[config.mk]
export PLATFORM = sky130hd
export DESIGN_NAME = debounce_multichannel
export DESIGN_NICKNAME = d
export VERILOG_FILES = /design/src/rtl/debounce_multichannel_pkg.sv /design/src/rtl/debounce_channel.sv /design/src/rtl/debounce_multichannel.sv
export SDC_FILE = /design/constraint.sdc
export NUM_CORES = 1
export LEC_CHECK = 0
export ABC_AREA = 1
export BUFFER_PORTS_ARGS = -buffer_cell sky130_fd_sc_hd__buf_2
export CORE_ASPECT_RATIO = 1.5
export CORE_MARGIN = 5
export CORE_UTILIZATION = 44
export DETAILED_ROUTE_END_ITERATION = 8
export GPL_TIMING_DRIVEN = 0
export PLACE_DENSITY_LB_ADDON = 0.15
export REMOVE_ABC_BUFFERS = 1
export SLEW_MARGIN = 10
export SYNTH_ARGS = -nofsm -noshare
export SYNTH_HDL_FRONTEND = slang
export SYNTH_SLANG_ARGS = --single-unit
[constraint.sdc]
create_clock -name clk -period 2.3 [get_ports clk]
set_clock_uncertainty 0.15 [all_clocks]
set_input_delay 0.345 -clock clk [delete_from_list [all_inputs] [get_ports clk]]
set_output_delay 0.345 -clock clk [all_outputs]
set_load 0.1 [all_outputs]
[src/rtl/debounce_multichannel_pkg.sv]
// Shared definitions for the multichannel debouncer:
// per-channel mode encodings and input normalisation.
package debounce_multichannel_pkg;

    localparam logic MODE_STRETCH = 1'b0;
    localparam logic MODE_FILTER  = 1'b1;

    function automatic logic normalise(
        input logic raw,
        input logic active_low
    );
        return raw ^ active_low;
    endfunction

endpackage

[src/rtl/debounce_channel.sv]
// One debouncer channel: synchroniser, polarity normalise,
// stretch or filter counter, registered level and edge strobes.
module debounce_channel
    import debounce_multichannel_pkg::*;
#(
    parameter int   COUNTER_WIDTH = 8,
    parameter int   SYNC_STAGES   = 2,
    parameter logic ACTIVE_LOW    = 1'b1,
    parameter logic MODE          = MODE_STRETCH
) (
    input  logic                     clk,
    input  logic                     rst,
    input  logic                     raw_in,
    input  logic [COUNTER_WIDTH-1:0] hold_cycles,
    output logic                     debounced,
    output logic                     rise_pulse,
    output logic                     fall_pulse
);

    logic                     raw_s;
    logic                     act;
    logic [COUNTER_WIDTH-1:0] cnt_q, cnt_d;
    logic                     deb_q, deb_d;
    logic                     rise_q, rise_d;
    logic                     fall_q, fall_d;

    if (SYNC_STAGES > 0) begin : g_sync
        logic [SYNC_STAGES-1:0] sync_q, sync_d;

        always_comb begin
            sync_d[0] = raw_in;
            for (int i = 1; i < SYNC_STAGES; i++) begin
                sync_d[i] = sync_q[i-1];
            end
        end

        // Reset to the inactive level so release never looks like an edge.
        always_ff @(posedge clk) begin
            if (rst) begin
                sync_q <= {SYNC_STAGES{ACTIVE_LOW}};
            end else begin
                sync_q <= sync_d;
            end
        end

        assign raw_s = sync_q[SYNC_STAGES-1];
    end else begin : g_nosync
        assign raw_s = raw_in;
    end

    assign act = normalise(raw_s, ACTIVE_LOW);

    always_comb begin
        cnt_d = cnt_q;
        deb_d = deb_q;
        if (MODE == MODE_FILTER) begin
            // >= covers a count left above a freshly lowered hold time.
            if (act == deb_q) begin
                cnt_d = '0;
            end else if (cnt_q >= hold_cycles) begin
                deb_d = act;
                cnt_d = '0;
            end else begin
                cnt_d = cnt_q + COUNTER_WIDTH'(1);
            end
        end else begin
            if (act) begin
                cnt_d = hold_cycles;
                deb_d = 1'b1;
            end else if (cnt_q != '0) begin
                cnt_d = cnt_q - COUNTER_WIDTH'(1);
            end else begin
                deb_d = 1'b0;
            end
        end
        rise_d = deb_d & ~deb_q;
        fall_d = ~deb_d & deb_q;
    end

    always_ff @(posedge clk) begin
        if (rst) begin
            cnt_q  <= '0;
            deb_q  <= 1'b0;
            rise_q <= 1'b0;
            fall_q <= 1'b0;
        end else begin
            cnt_q  <= cnt_d;
            deb_q  <= deb_d;
            rise_q <= rise_d;
            fall_q <= fall_d;
        end
    end

    assign debounced  = deb_q;
    assign rise_pulse = rise_q;
    assign fall_pulse = fall_q;

endmodule

[src/rtl/debounce_multichannel.sv]
// N-channel debouncer / pulse stretcher; each channel gets its
// own polarity and mode bit sliced from the mask parameters.
module debounce_multichannel
    import debounce_multichannel_pkg::*;
#(
    parameter int                  CHANNELS         = 4,
    parameter int                  COUNTER_WIDTH    = 8,
    parameter int                  SYNC_STAGES      = 2,
    parameter logic [CHANNELS-1:0] INPUT_ACTIVE_LOW = {CHANNELS{1'b1}},
    parameter logic [CHANNELS-1:0] FILTER_MODE      = {CHANNELS{MODE_STRETCH}}
) (
    input  logic                     clk,
    input  logic                     rst,
    input  logic [CHANNELS-1:0]      rawIn,
    input  logic [COUNTER_WIDTH-1:0] holdCycles,
    output logic [CHANNELS-1:0]      debounced,
    output logic [CHANNELS-1:0]      risePulse,
    output logic [CHANNELS-1:0]      fallPulse
);

    for (genvar i = 0; i < CHANNELS; i++) begin : g_ch
        debounce_channel #(
            .COUNTER_WIDTH (COUNTER_WIDTH),
            .SYNC_STAGES   (SYNC_STAGES),
            .ACTIVE_LOW    (INPUT_ACTIVE_LOW[i]),
            .MODE          (FILTER_MODE[i])
        ) u_ch (
            .clk         (clk),
            .rst         (rst),
            .raw_in      (rawIn[i]),
            .hold_cycles (holdCycles),
            .debounced   (debounced[i]),
            .rise_pulse  (risePulse[i]),
            .fall_pulse  (fallPulse[i])
        );
    end

endmodule

==> results of run 1 <==
[through the flow]
step           cell area [µm²]  utilization, %  setup slack (ns)  cells
2_1_floorplan             2610               -             0.819    389
3_3_place_gp              2830            46.2             0.685    488
3_5_place_dp              2830            46.2             0.663    488
4_1_cts                   2990            48.8             0.658    496
5_1_grt                   2990            48.8             0.531    496
6_report                  2990            48.8             0.664    496
[state kept, by name, indices dropped and copies added (netlist names)]
register,count
g_ch.u_ch.g_sync.sync_q,8
g_ch.u_ch.fall_pulse,4
g_ch.u_ch.rise_pulse,4
g_ch.u_ch.cnt_q,32
g_ch.u_ch.debounced,4
[layout by cell type, fill, tap and decap left out]
| cell type | instances |
|---|---|
| clkinv_1 | 1 |
| xnor2_1 | 1 |
| nand3_1 | 27 |
| nand2_1 | 96 |
| nor3_4 | 1 |
| nand4_1 | 3 |
| nand2_2 | 4 |
| o21ai_0 | 20 |
| o21bai_1 | 1 |
| nor2_1 | 68 |
| nand2_4 | 3 |
| bufinv_16 | 3 |
| inv_1 | 43 |
| nor2_4 | 4 |
| or2_2 | 8 |
| dfxtp_1 | 52 |
| inv_2 | 8 |
| buf_2 | 25 |
| o21ai_1 | 4 |
| ha_1 | 8 |
| o211ai_1 | 4 |
| nor3_1 | 7 |
| nor2_2 | 5 |
| a21oi_1 | 21 |
| clkbuf_8 | 5 |
[cells in the mapped netlist]
cell | number | area [µm²]
a21oi_1 | 21 | 105
nor3_4 | 1 | 16.3
or2_2 | 8 | 50.1
buf_4 | 13 | 97.6
dfxtp_1 | 52 | 1040
o21bai_1 | 1 | 7.51
o21ai_1 | 4 | 20.0
nor2_1 | 68 | 255
o21ai_0 | 20 | 100
xnor2_1 | 1 | 8.76
ha_1 | 8 | 100
nor2_2 | 5 | 31.3
nand2_4 | 3 | 33.8
buf_6 | 2 | 22.5
nand2_2 | 4 | 25.0
nand2_1 | 96 | 360
nor3_1 | 7 | 35.0
inv_1 | 43 | 161
buf_2 | 4 | 20.0
clkbuf_1 | 1 | 3.75
nand3_1 | 27 | 135
clkinv_1 | 1 | 3.75
o211ai_1 | 4 | 30.0
inv_2 | 8 | 30.0
nor2_4 | 4 | 45.0
nand4_1 | 3 | 18.8
[routing by layer]
metal	track usage (%)	vias to the layer above	share of wire, %
li1	-	1292	-
met1	18.6	1104	43
met2	29.1	41	49
met3	3.47	16	4.2
met4	7.51	0	3.3
met5	0	-	0
[area by class of cell]
type / count / area [µm²] / area share [%]
Clock buffer: 5 / 68.8 / 2.30
Timing Repair Buffer: 25 / 125 / 4.18
Inverter: 52 / 195 / 6.53
Multi-Input combinational cell: 285 / 1380 / 46.1
Clock inverter: 3 / 90.1 / 3.01
Tap cell: 74 / 92.6 / 3.10
Sequential cell: 52 / 1040 / 34.8
[final timing paths]
kind / start / endpoint / cells past startpoint
hold reg to reg: g_ch[3].u_ch.g_sync.sync_q[0]$_SDFF_PP1_ / g_ch[3].u_ch.g_sync.sync_q[1]$_SDFF_PP1_ / 1
hold / removal: rawIn[3] / g_ch[3].u_ch.g_sync.sync_q[0]$_SDFF_PP1_ / 2
setup reg to reg: g_ch[2].u_ch.g_sync.sync_q[1]$_SDFF_PP1_ / g_ch[2].u_ch.cnt_q[0]$_SDFFE_PP0P_ / 6
setup / recovery: g_ch[2].u_ch.debounced$_SDFF_PP0_ / debounced[2] / 1
[kinds of logic after synthesis]
family / share of synthesized area, %
buffers and inverters: 12.3
adder cells (fa/ha/maj): 3.63
AO/OA/AOI/OAI: 9.53
XOR/XNOR: 0.318
flip-flops: 37.7
AND/OR/NAND/NOR: 36.5
[where the power goes]
part           switching (W)  internal (W)  total (W)
clock network       0.000313      0.000544   0.000857
registers           0.000230       0.00116    0.00139
logic                0.00137      0.000765    0.00214
total                0.00191       0.00247    0.00439
==> metrics, run 1 <==
Register-to-Register Setup Slack=0.71 ns; core area=6130 µm²; Die Width=74.6 µm; # Post-CTS Setup Buffers=0; CP max-delay cell=buf_2; row cnt=35; worst endpoint required time=1.80 ns; clock tree from TritonCTS=yes; Clock Sinks=52; Filler cells=670; max incr delay on CP=0.45 ns; Yosys cell types=26; fin nets=443; worst path cell trace=buf_2; routed len/inst=12.2 µm; final hold slack=0.0626 ns; static leakage=1.47 nW; CP max FO=3; Synth Instances=409; Achievable Freq=611 MHz; fin crit period=1.64 ns; hold_buf cts=0; pwr/cell area=1470 nW/µm²; Slew headroom=67.1%; register bit count reported by yosys=52; GR Overflow Total=0; CP Class=register to output pin; Bufs on Longest Clock Path=2; Via Count=2453; setup_tns=0 ns; Tightest Pin Transition=0.496 ns; status=finished clean; vias in the first global route=2493; Final Wtd Congestion=0.819; clock slew seen by the registers of the worst setup and hold paths=0.10 ns; final total power=0.00439 W; Final Max Tran Viols=0; max cap viols=0; DR pass1 iterations=4; global-route wire length before repair=10400 µm; Die Span Y=107 µm; CTS buffer count=5; GRT Util Overall=16.6%; drc violations=0; layout cells sized above 1=15.6%; CP arrival=1.14 ns; CP top delay family=buffers and inverters; # diodes=0; setup repair after global routing missed its margin=false; CP startpoint kind=register; final wirelength=6060 µm; worst skew pair latency=0.30 ns; initial antenna violation count=0; yosys warns=0; post-synthesis sequential area ratio=37.7%; largest net degree at the start of global routing=22; DR vias/cell=4.95; 1st-iter DRT viols=128; top-level I/O count=26; CP Buf/Inv Count=1; H-tree depth=2; Final Hold Vio Count=0; crit share post-route=71.1%; setup violators final=0; DIE AREA=7980 µm²; crit path capture type=output pin; worst hold path type=input pin to register; Mapped Area=2760 µm²; Syn Area/Cell=6.74 µm²; DP HPWL=4510 µm; number of port buffers=25; antenna-violating nets left=0; Initial Util=45.0%; post-CTS sizing=0; highest ir drop seen on vdd=0.516 mV; Root Driver=clkbuf_8; Layout area overhead=8.44%
(Power assumes the default switching activity.)
==> inputs of run 2 (changes only) <==
==> constraint.sdc (replaced) <==
create_clock -name clk -period 1.5 [get_ports clk]
set_clock_uncertainty 0.15 [all_clocks]
set_input_delay 0.225 -clock clk [delete_from_list [all_inputs] [get_ports clk]]
set_output_delay 0.225 -clock clk [all_outputs]
set_load 0.1 [all_outputs]
==> run 2 against run 1 <==
Effect of this change:
- power up 58%
- sequential share of layout area down 1.0 points
- via count up 2.6%
- cell count up 1.4%
- register-to-register slack worse by 0.65 ns
- flip-flop and latch count unchanged
- final area up 3.8%
- clock power up 55%
- combinational power up 61%
- worst setup slack worse by 0.61 ns
- critical path depth unchanged
- non-clock buffer count up 6
- highest routed layer unchanged
==> metrics, run 2 (same netlist as run 1, synthesis figures left out) <==
status=finished clean (unchanged); GRT Util Overall=16.7% (was 16.6%); Tightest Pin Transition=0.496 ns (about the same); Final Cell Area=3100 µm² (was 2990 µm²); Layout area overhead=12.6% (was 8.44%); DR pass1 iterations=4 (unchanged); setup repair after global routing missed its margin=true (was false); Clock Sinks=52 (unchanged); antenna-violating nets left=0 (unchanged); Internal Power=0.00388 W (was 0.00247 W); crit share post-route=96.1%; setup violators final=0 (unchanged); worst endpoint required time=1.12 ns (was 1.80 ns); Die Span Y=107 µm (unchanged); layout cells sized above 1=19.6% (was 15.6%); max incr delay on CP=0.43 ns (was 0.45 ns); Comb power frac=49.8% (was 48.7%); CP max-delay cell=buf_2 (unchanged); CP startpoint kind=register (unchanged); fin nets=450 (was 443); crit path capture type=output pin (unchanged); top-level I/O count=26 (unchanged); worst skew pair latency=0.31 ns (was 0.30 ns); commonest non-fill, non-tap cells in the layout=nand2_1 (95), nor2_1 (66), dfxtp_1 (48) (was nand2_1 (96), nor2_1 (68), dfxtp_1 (52)); Die Width=74.6 µm (unchanged); core area=6130 µm² (unchanged); Cell Area, Placed=2830 µm² (unchanged); CTS buffer count=5 (unchanged); GR Overflow Total=0 (unchanged); WL met1=2720 µm (was 2630 µm); fin crit period=1.44 ns; final total power=0.00694 W (was 0.00439 W); CP arrival=1.07 ns (was 1.14 ns); Final Wtd Congestion=0.819 (unchanged); Most flops, register=g_ch.u_ch.cnt_q (unchanged); Clk pwr share=19.1% (was 19.5%); # diodes=0 (unchanged); H-tree depth=2 (unchanged); Slew headroom=67.1% (about the same); largest registers=g_ch.u_ch.cnt_q: 32 flops, g_ch.u_ch.g_sync.sync_q: 8 flops (unchanged); routed len/inst=12.6 µm (was 12.2 µm); DP HPWL=4510 µm (unchanged); Sw Pwr=0.00305 W (was 0.00191 W); number of port buffers=25 (unchanged); CP max FO=1 (was 3); CP Buf/Inv Count=1 (unchanged); clock tree from TritonCTS=yes (unchanged); Root Driver=clkbuf_8 (unchanged); DIE AREA=7980 µm² (unchanged); Met3 Wirelength=222 µm (was 257 µm); max cap viols=0 (unchanged); 1st-iter DRT viols=93 (was 128); CP Class=register to output pin (unchanged); Initial Util=45.0% (unchanged); row cnt=35 (unchanged); Via Count=2517 (was 2453); Sw Share=44.0% (was 43.6%); worst path cell trace=buf_2 (unchanged); Filler cells=667 (was 670); CP top delay family=buffers and inverters (unchanged); met2 wire length=3160 µm (was 2970 µm); Multi-input gate area=1420 µm² (was 1380 µm²); DR top layer=met4 (unchanged); global-route wire length before repair=10500 µm (was 10400 µm); setup_tns=0 ns (unchanged); highest ir drop seen on vdd=0.810 mV (was 0.516 mV); DR vias/cell=5.00 (was 4.95); Achievable Freq=694 MHz; static leakage=1.50 nW (was 1.47 nW); worst hold path type=input pin to register (unchanged); FF+latch area=1050 µm² (was 1040 µm²); clock slew seen by the registers of the worst setup and hold paths=0.10 ns (about the same); drc violations=0 (unchanged); Final Hold Vio Count=0 (unchanged); initial antenna violation count=0 (unchanged); vias in the first global route=2514 (was 2493); Seq pwr share=31.1% (was 31.8%); Bufs on Longest Clock Path=2 (unchanged); commonest non-fill, non-tap cell in the layout=nand2_1 (unchanged); max reg flops=32 (unchanged); final wirelength=6320 µm (was 6060 µm); pwr/cell area=2230 nW/µm² (was 1470 nW/µm²); Final Max Tran Viols=0 (unchanged); largest net degree at the start of global routing=22 (unchanged)
## run 2: through the flow
step           hold WS, ns  cells  worst slack [ns]  utilization (%)
5_1_grt             0.0162    503           -0.0190             50.6
2_1_floorplan        0.144    389            0.0188                -
4_1_cts            0.00437    501          0.000560             49.8
3_5_place_dp         0.245    488           -0.0842             46.2
6_report            0.0172    503            0.0587             50.6
3_3_place_gp         0.241    488           -0.0754             46.2
## run 2: worst paths after layout
| check | start | endpoint | slack (ns) | cells past startpoint |
|---|---|---|---|---|
| max | g_ch[2].u_ch.fall_pulse$_SDFF_PP0_ | fallPulse[2] | 0.06 | 1 |
| min | holdCycles[7] | g_ch[0].u_ch.cnt_q[7]$_SDFFE_PP0P_ | 0.02 | 3 |
| max reg2reg | g_ch[1].u_ch.cnt_q[0]$_SDFFE_PP0P_ | g_ch[1].u_ch.cnt_q[1]$_SDFFE_PP0P_ | 0.06 | 7 |
| min reg2reg | g_ch[3].u_ch.g_sync.sync_q[0]$_SDFF_PP1_ | g_ch[3].u_ch.g_sync.sync_q[1]$_SDFF_PP1_ | 0.27 | 1 |
## run 2: layout make-up
| type | count | share of cell area, % |
|---|---|---|
| Multi-Input combinational cell | 286 | 45.6 |
| Sequential cell | 52 | 33.8 |
| Inverter | 52 | 6.29 |
| Timing Repair Buffer | 31 | 6.21 |
| Tap cell | 74 | 2.98 |
| Clock inverter | 3 | 2.90 |
| Clock buffer | 5 | 2.22 |
## run 2: repair_timing
action / CTS / global route
gates resized for setup: 7 / 16
hold buffers: 5 / 0
endpoints found under the setup margin: 8 / 22
hold endpoints to repair: 5 / 0
buffers inserted: 0 / 1
pin swaps: 1 / 4
gates cloned: 0 / 1
## run 2: metal layers
metal	global-route usage [%]	vias up
li1	-	1307
met1	18.7	1147
met2	29.4	45
met3	3.47	18
met4	7.51	0
met5	0	-
## run 2: power by group through the flow
stage	combinational, W	clock (W)	sequential [W]
2_1_floorplan	0.00258	0	0.00224
6_report	0.00345	0.00133	0.00216
5_1_grt	0.00400	0.00141	0.00222
3_3_place_gp	0.00323	0	0.00216
4_1_cts	0.00333	0.00135	0.00214
3_5_place_dp	0.00328	0	0.00217
==> inputs of run 3 (changes only) <==
==> constraint.sdc (replaced) <==
create_clock -name clk -period 1.3 [get_ports clk]
set_clock_uncertainty 0.15 [all_clocks]
set_input_delay 0.195 -clock clk [delete_from_list [all_inputs] [get_ports clk]]
set_output_delay 0.195 -clock clk [all_outputs]
set_load 0.1 [all_outputs]
==> run 3 against run 2 <==
Effect of this change:
- the flow now finishes with violations (setup timing)
- count of clock-buffer cells in the layout unchanged
- die area unchanged
- via count up 4.4%
- sequential share of layout area down 3.8 points
- combinational power up 49%
- core utilization up 7.4 points
- worst setup slack worse by 0.12 ns
- critical path type is now register to register
- largest power group unchanged
- highest routed layer unchanged
==> metrics, run 3 (same netlist as run 1, synthesis figures left out) <==
CP arrival=1.42 ns (was 1.07 ns); setup_tns=-0.236 ns (was 0 ns); CP startpoint kind=register (unchanged); drc violations=0 (unchanged); crit path capture type=register (was output pin); worst endpoint required time=1.36 ns (was 1.12 ns); commonest non-fill, non-tap cell in the layout=nand2_1 (unchanged); DIE AREA=7980 µm² (unchanged); DR pass1 iterations=4 (unchanged); top-level I/O count=26 (unchanged); Layout area overhead=29.1% (was 12.6%); DP HPWL=4510 µm (unchanged); final wirelength=6730 µm (was 6320 µm); GRT Util Overall=17.4% (was 16.7%); GR Overflow Total=0 (unchanged); number of port buffers=25 (unchanged); DR vias/cell=5.04 (was 5.00); vias in the first global route=2581 (was 2514); CP max FO=6 (was 1); initial antenna violation count=0 (unchanged); largest registers=g_ch.u_ch.cnt_q: 32 flops, g_ch.u_ch.g_sync.sync_q: 8 flops (unchanged); clock tree from TritonCTS=yes (unchanged); max reg flops=32 (unchanged); Filler cells=601 (was 667); CP Class=register to register (was register to output pin); Final Hold Vio Count=0 (unchanged); fin nets=468 (was 450); row cnt=35 (unchanged); Initial Util=45.0% (unchanged); routed len/inst=12.9 µm (was 12.6 µm); Final Max Tran Viols=0 (unchanged); # diodes=0 (unchanged); clock slew seen by the registers of the worst setup and hold paths=0.10 ns (about the same); Root Driver=clkbuf_8 (unchanged); Clock Sinks=52 (unchanged); failing checks=setup timing; Register-to-Register Setup Slack=-0.06 ns (was 0.06 ns); Via Count=2627 (was 2517); global-route wire length before repair=11000 µm (was 10500 µm); 1st-iter DRT viols=120 (was 93); highest ir drop seen on vdd=1.07 mV (was 0.810 mV); final total power=0.00926 W (was 0.00694 W); Bufs on Longest Clock Path=2 (unchanged); H-tree depth=2 (unchanged); Achievable Freq=734 MHz; setup slack after layout=-0.0628 ns (was 0.0587 ns); worst skew pair latency=0.30 ns (was 0.31 ns); fin crit period=1.36 ns; max cap viols=0 (unchanged); setup repair after global routing missed its margin=true (unchanged); antenna-violating nets left=0 (unchanged); crit share post-route=105%; commonest non-fill, non-tap cells in the layout=nand2_1 (84), nor2_1 (57), dfxtp_1 (36) (was nand2_1 (95), nor2_1 (66), dfxtp_1 (48)); Final Wtd Congestion=0.819 (unchanged); largest net degree at the start of global routing=22 (unchanged); setup violators final=9 (was 0); static leakage=1.65 nW (was 1.50 nW); Die Width=74.6 µm (unchanged); Die Span Y=107 µm (unchanged); Slew headroom=69.5% (was 67.1%); pwr/cell area=2600 nW/µm² (was 2230 nW/µm²); CTS buffer count=5 (unchanged); core area=6130 µm² (unchanged); Tightest Pin Transition=0.457 ns (was 0.496 ns); status=finished with violations (was finished clean); Most flops, register=g_ch.u_ch.cnt_q (unchanged); layout cells sized above 1=34.7% (was 19.6%); worst hold path type=input pin to register (unchanged)
==> run 3: cell types whose count changed in the layout (fill, tap and decap cells not counted), moves of 6 or more <==
cell,delta
buf_2,-8
nor2_1,-9
nor2_2,+6
nand2_1,-11
buf_6,+6
buf_4,+17
inv_4,+8
dfxtp_2,+11
dfxtp_1,-12
inv_1,-7
nand2_4,+6
==> run 3: repair_timing <==
action,in CTS,in global routing
resized for setup,69,56
buffers inserted,7,12
endpoints found under the hold margin,6,0
cloned,1,0
hold buffers,6,0
pin swaps,11,27
setup endpoints to repair,50,41
==> run 3: path summary, 6_finish.rpt <==
kind | startpoint | end | cells past startpoint
worst max-delay path | g_ch[2].u_ch.cnt_q[1]$_SDFFE_PP0P_ | g_ch[2].u_ch.cnt_q[4]$_SDFFE_PP0P_ | 9
worst min-delay path | holdCycles[5] | g_ch[0].u_ch.cnt_q[5]$_SDFFE_PP0P_ | 3
worst max register to register | g_ch[2].u_ch.cnt_q[1]$_SDFFE_PP0P_ | g_ch[2].u_ch.cnt_q[4]$_SDFFE_PP0P_ | 9
worst min register to register | g_ch[3].u_ch.g_sync.sync_q[0]$_SDFF_PP1_ | g_ch[3].u_ch.g_sync.sync_q[1]$_SDFF_PP1_ | 1
==> run 3: critical path: stages (launching register included) <==
cell and delay [ns]:
dfxtp_2 0.35, inv_2 0.08, ha_4 0.15, nand2_4 0.05, nor3_4 0.14, nand2_4 0.11
nand2_4 0.09, inv_4 0.05, nand2_2 0.06, nor2_1 0.04
==> run 3: layout make-up <==
| class | instances | area [µm²] | area share [%] |
|---|---|---|---|
| Timing Repair Buffer | 49 | 403 | 11.3 |
| Tap cell | 74 | 92.6 | 2.60 |
| Sequential cell | 52 | 1070 | 29.9 |
| Inverter | 52 | 215 | 6.05 |
| Clock inverter | 3 | 90.1 | 2.53 |
| Clock buffer | 5 | 68.8 | 1.93 |
| Multi-Input combinational cell | 286 | 1620 | 45.6 |
==> run 3: metrics by stage <==
stage | util [%] | setup WS [ns] | cell area (µm²) | hold slack [ns] | cells
3_5_place_dp | 46.2 | -0.284 | 2830 | 0.232 | 488
5_1_grt | 58.1 | -0.134 | 3560 | 0.0253 | 521
4_1_cts | 53.8 | -0.0664 | 3300 | 0.00877 | 509
2_1_floorplan | - | -0.181 | 2610 | 0.114 | 389
6_report | 58.1 | -0.0628 | 3560 | 0.0124 | 521
3_3_place_gp | 46.2 | -0.275 | 2830 | 0.231 | 488
==> run 3: where the power goes <==
part / leakage (nW) / total, W / switching [W] / internal (W)
Combinational: 1.14 / 0.00514 / 0.00299 / 0.00215
Clock: 0.0784 / 0.00153 / 0.000566 / 0.000963
Sequential: 0.432 / 0.00259 / 0.000498 / 0.00209
Total: 1.65 / 0.00926 / 0.00406 / 0.00520
==> run 3: per-layer routing <==
metal	up-vias	global-route usage, %	wire length [µm]
li1	1348	-	-
met1	1219	19.4	2770
met2	44	30.2	3510
met3	16	3.56	226
met4	0	9.03	212
met5	-	0	0
